===== src/rtl/bin2bcd_pkg.sv =====
// Shared types and constants for the sequential binary-to-BCD converter.
package bin2bcd_pkg;

  typedef enum logic [1:0] {IDLE, SHIFT, DONE} state_t;

  localparam int unsigned DIGIT_W = 4;

  // Active-high segments in gfedcba order, index 9 first so SEG_LUT[d] is digit d.
  localparam logic [9:0][6:0] SEG_LUT = {
    7'h6F, 7'h7F, 7'h07, 7'h7D, 7'h6D, 7'h66, 7'h4F, 7'h5B, 7'h06, 7'h3F
  };

  // Non-decimal codes never occur in a converted result; they map to blank.
  function automatic logic [6:0] seg7(input logic [3:0] d);
    return (d > 4'd9) ? 7'b0 : SEG_LUT[d];
  endfunction

endpackage


===== src/rtl/bin2bcd_seq_add3.sv =====
// Double-dabble correction cell: adds 3 to a BCD digit of 5 or more so the
// following left shift carries correctly into the next decade.
module bcd_add3 (
  input  logic [3:0] digit,
  output logic [3:0] adjusted
);

  assign adjusted = (digit >= 4'd5) ? digit + 4'd3 : digit;

endmodule


===== src/rtl/bin2bcd_seq.sv =====
// Sequential binary-to-BCD converter, one shift-add-3 iteration per clock.
// Started by a rising edge on in_valid; bcd is updated together with a
// one-cycle done pulse. Optional 7-segment output under BIN2BCD_SEG_EN.
module bin2bcd_seq
  import bin2bcd_pkg::*;
#(
  parameter int WIDTH  = 8,
  parameter int DIGITS = 3
) (
  input  logic                       clk,
  input  logic                       rst,
  input  logic                       in_valid,
  input  logic [WIDTH-1:0]           bin,
  output logic                       busy,
  output logic                       done,
  output logic [$clog2(WIDTH+1)-1:0] count,
  output logic [4*DIGITS-1:0]        bcd
`ifdef BIN2BCD_SEG_EN
  ,
  output logic [7*DIGITS-1:0]        seg
`endif
);

  localparam int CW  = $clog2(WIDTH + 1);
  localparam int DW  = DIGIT_W * DIGITS;
  localparam int SRW = DW + WIDTH;
  localparam logic [CW-1:0] LAST = CW'(WIDTH - 1);

  state_t         state;
  logic           prev;
  logic           start;
  logic [SRW-1:0] sr;
  logic [DW-1:0]  adj;

  assign start = in_valid & ~prev;

  for (genvar g = 0; g < DIGITS; g++) begin : g_add3
    bcd_add3 u_add3 (
      .digit    (sr[WIDTH + g*DIGIT_W +: DIGIT_W]),
      .adjusted (adj[g*DIGIT_W +: DIGIT_W])
    );
  end

`ifdef BIN2BCD_SEG_EN
  logic [7*DIGITS-1:0] seg_nxt;

  // Encode the finished digit field, blanking zeros above the first non-zero digit.
  always_comb begin
    logic        blank;
    logic [3:0]  d;
    int unsigned idx;
    seg_nxt = '0;
    blank   = 1'b1;
    d       = '0;
    idx     = 0;
    for (int unsigned k = 0; k < DIGITS; k++) begin
      idx = DIGITS - 1 - k;
      d   = sr[WIDTH + idx*DIGIT_W +: DIGIT_W];
      if (d != 4'd0 || idx == 0) blank = 1'b0;
      seg_nxt[idx*7 +: 7] = blank ? 7'b0 : seg7(d);
    end
  end
`endif

  // Control FSM, edge detector, shift register and registered outputs.
  always_ff @(posedge clk or posedge rst) begin
    if (rst) begin
      state <= IDLE;
      prev  <= 1'b0;
      sr    <= '0;
      count <= '0;
      busy  <= 1'b0;
      done  <= 1'b0;
      bcd   <= '0;
`ifdef BIN2BCD_SEG_EN
      seg   <= '0;
`endif
    end else begin
      prev <= in_valid;
      done <= 1'b0;
      case (state)
        IDLE: begin
          if (start) begin
            sr    <= {{DW{1'b0}}, bin};
            count <= '0;
            busy  <= 1'b1;
            state <= SHIFT;
          end
        end
        SHIFT: begin
          // Correction is applied to the digit field before the shift, as one step.
          sr    <= {adj, sr[WIDTH-1:0]} << 1;
          count <= count + CW'(1);
          if (count == LAST) state <= DONE;
        end
        DONE: begin
          bcd   <= sr[SRW-1 -: DW];
`ifdef BIN2BCD_SEG_EN
          seg   <= seg_nxt;
`endif
          done  <= 1'b1;
          busy  <= 1'b0;
          state <= IDLE;
        end
        default: state <= IDLE;
      endcase
    end
  end

endmodule

===== config.mk =====
export PLATFORM = sky130hd
export DESIGN_NAME = bin2bcd_seq
export DESIGN_NICKNAME = d
export VERILOG_FILES = /design/src/rtl/bin2bcd_pkg.sv /design/src/rtl/bin2bcd_seq_add3.sv /design/src/rtl/bin2bcd_seq.sv
export SDC_FILE = /design/constraint.sdc
export NUM_CORES = 1
export LEC_CHECK = 0
export ABC_AREA = 1
export BUFFER_PORTS_ARGS = -buffer_cell sky130_fd_sc_hd__buf_2
export CAP_MARGIN = 40
export CELL_PAD_IN_SITES_DETAIL_PLACEMENT = 1
export CELL_PAD_IN_SITES_GLOBAL_PLACEMENT = 1
export CORE_ASPECT_RATIO = 0.75
export CORE_UTILIZATION = 36
export CTS_CLUSTER_DIAMETER = 30
export DETAILED_ROUTE_END_ITERATION = 8
export PLACE_DENSITY_LB_ADDON = 0.1
export SKIP_LAST_GASP = 1
export SLEW_MARGIN = 40
export SYNTH_ARGS = -nofsm -noshare
export SYNTH_HDL_FRONTEND = slang
export SYNTH_SLANG_ARGS = --single-unit

===== constraint.sdc =====
create_clock -name clk -period 1.65 [get_ports clk]
set_input_delay 0.2475 -clock clk [delete_from_list [all_inputs] [get_ports clk]]
set_output_delay 0.2475 -clock clk [all_outputs]
set_load 0.005 [all_outputs]

==> impl_metrics.yaml <==
synth:
  netlist_area_um2: 2020
  ys_ff_latch: 41
  yosys.area.top_type: "dfrtp_1"
  synth-edff-count: 0
  synth_area_leaders: "dfrtp_1 51%, nand2_1 12%, nand3_1 6.7%"
  ys.flop_type: "dfrtp_1"
  synth_top_area_share_pct: 50.8
  synth_commonest_cells: "67 x nand2_1, 41 x dfrtp_1, 27 x inv_1, 27 x nand3_1, 19 x o21ai_0"
  ys_seq_area_share_pct: 50.8
  syn_avg_cell_area_um2: 8.71
  ys_async_sr_fraction_pct: 100
  ys_types: 23
  yosysWarningCount: 0
  syn_inst: 232
  synth_most_common_cell: "nand2_1"
  synth_nets: 250
setup_path:
  cp_max_fo: 21
  timing.rr.start: "state[1]$_DFFE_PP0P_"
  crit_start: "state[1]$_DFFE_PP0P_"
  reg2reg_depth: 7
  worstSetupStartpointType: "flop"
  crit_required_ps: 1860
  endpoint_kind: "flop"
  r2r_end: "sr[4]$_DFFE_PP0P_"
  path_class: "flop to flop"
  r2r_slack_ps: 270
  arrival_ps: 1600
  crit_end: "sr[4]$_DFFE_PP0P_"
sta:
  fmax_mhz: 722
  final-hold-violation-count: 0
  fin_crit_sh_pct: 83.9
  final.setup.tns_ps: 0
  maxSlewViolCount: 0
  setup_viol: 0
  worstMarginPinSlew_ps: 529
  clock_skew_ps: 5.79
  rsz0062_at_grt: "false"
  min_period_ps: 1380
  relSlewSlack_pct: 64.8
die:
  io_pins: 29
  core_area_um2: 5380
  initial_core_util_pct: 37.5
  die_h_um: 66.9
  die_x_um: 88.5
  die-area_um2: 5920
  rows: 23
cells_and_area:
  num-nets-final: 280
  fill_cells: 667
  syn_to_final_growth_pct: 13.0
  num_antenna_cells: 0
  final_area_um2: 2280
  layout-drive-gt1-share_pct: 20.6
  multiInputGateArea_um2: 806
  ff_latch_area_um2: 1030
detailed_routing:
  drtIter0Drc: 38
  vias: 1583
  route.detailed.drc: 0
  wire_per_inst_um: 12.7
  dr.pass1.iters: 3
  ant_nets: 0
  vias_per_cell: 4.70
  finalWirelength_um: 4280
cts:
  cts_buffers: 5
  cts_tree: "done"
  cts_max_level: 2
  cts_resized: 0
  cts_sinks: 41
  clkLatencyLatePin_ps: 290
  clkTransAtPathRegs_ps: 70
  ctsHoldBuffers: 0
  cts_buffer_depth: 2
  root_buffer: "clkbuf_8"
  postCtsSetupRepairBufs: 0
global_routing:
  busiest_layer: "met2"
  grt_pass1_wl_um: 7470
  grt_use_met3_pct: 4.09
  overflow: 0
  antenna_found_initial: 0
  grt.met1_usage_pct: 24.0
  grt_pass1_vias: 1559
  track_usage_pct: 16.9
  grt_max_degree: 42
  grt_use_met2_pct: 25.3
power:
  powerDensity_nw_per_um2: 1980
  ir_drop_v: 0.000748
  leakage_nw: 1.19
job:
  drv_cap: 0
place:
  place_congestion: 0.744
  numPortBuffers: 28
  hpwl_um: 3070
  placed_area_um2: 2200
hold_path:
  hold_class: "input port to async pin"
outcome:
  status: "complete, no violations"
==> power by group <==
part	internal, W	switching (W)
clock network	0.000332	0.000315
logic	0.000786	0.00136
registers	0.00145	0.000282
==> worst min-delay path by stage <==
| stage | end | from |
|---|---|---|
| final | count[3]$_DFFE_PP0P_ | rst |
| after global routing | prev$_DFF_PP0_ | in_valid |
| after CTS | bcd[4]$_DFFE_PP0P_ | rst |
| after detailed placement | prev$_DFF_PP0_ | in_valid |
| after global placement | prev$_DFF_PP0_ | in_valid |
| after floorplan | prev$_DFF_PP0_ | in_valid |
==> cell families after synthesis <==
group | after synthesis | synth area share [%]
AOI/OAI and AO/OA | 39 | 11.3
adders and majority gates | 7 | 4.33
buffers and inverters | 37 | 9.35
and+or+nand+nor | 108 | 24.2
DFF | 41 | 50.8
==> cell type report <==
type / count / area share, %
clock buffers: 7 / 3.78
inverters: 29 / 4.77
multi-input cells: 154 / 35.3
flip-flops and latches: 41 / 44.9
well taps: 75 / 4.11
repair buffers: 31 / 7.12
==> cells in the final DEF, fill, tap and decap left out, drive strengths merged <==
cell type	count
a21oi	2
buf	31
clkbuf	7
dfrtp	41
ha	7
inv	29
nand2	70
nand3	27
nand3b	1
nand4	4
nor2	5
nor3	1
o21ai	37
==> metal layers <==
metal  vias up  wire [µm]
li1        801          -
met1       762       2200
met2        16       1930
met3         4         95
met4         0         49
met5         -          0
==> critical path, cell delays in order, from the launching register on <==
cell	delay [ps]
dfrtp_1	380
inv_1	70
nand2_2	200
buf_4	340
nand2_1	110
o21ai_2	60
nand2_1	70
o21ai_2	70
==> registers in the layout, summed over array words and instances, names as in the netlist <==
| name | flops |
|---|---|
| bcd | 12 |
| count | 4 |
| state | 2 |
| sr | 20 |
| done | 1 |
| busy | 1 |
| prev | 1 |
==> per-stage QoR <==
stage	worst slack, ps	power [W]	cells	utilization [%]	hold WS (ps)
finish	265	0.00453	337	42.4	71.6
global route	121	0.00505	337	42.4	103
CTS	252	0.00461	337	42.4	102
detailed placement	258	0.00394	330	40.8	409
global placement	284	0.00391	330	40.8	404
floorplan	456	0.00340	232	-	279
Power figures use the tool's default switching activity.
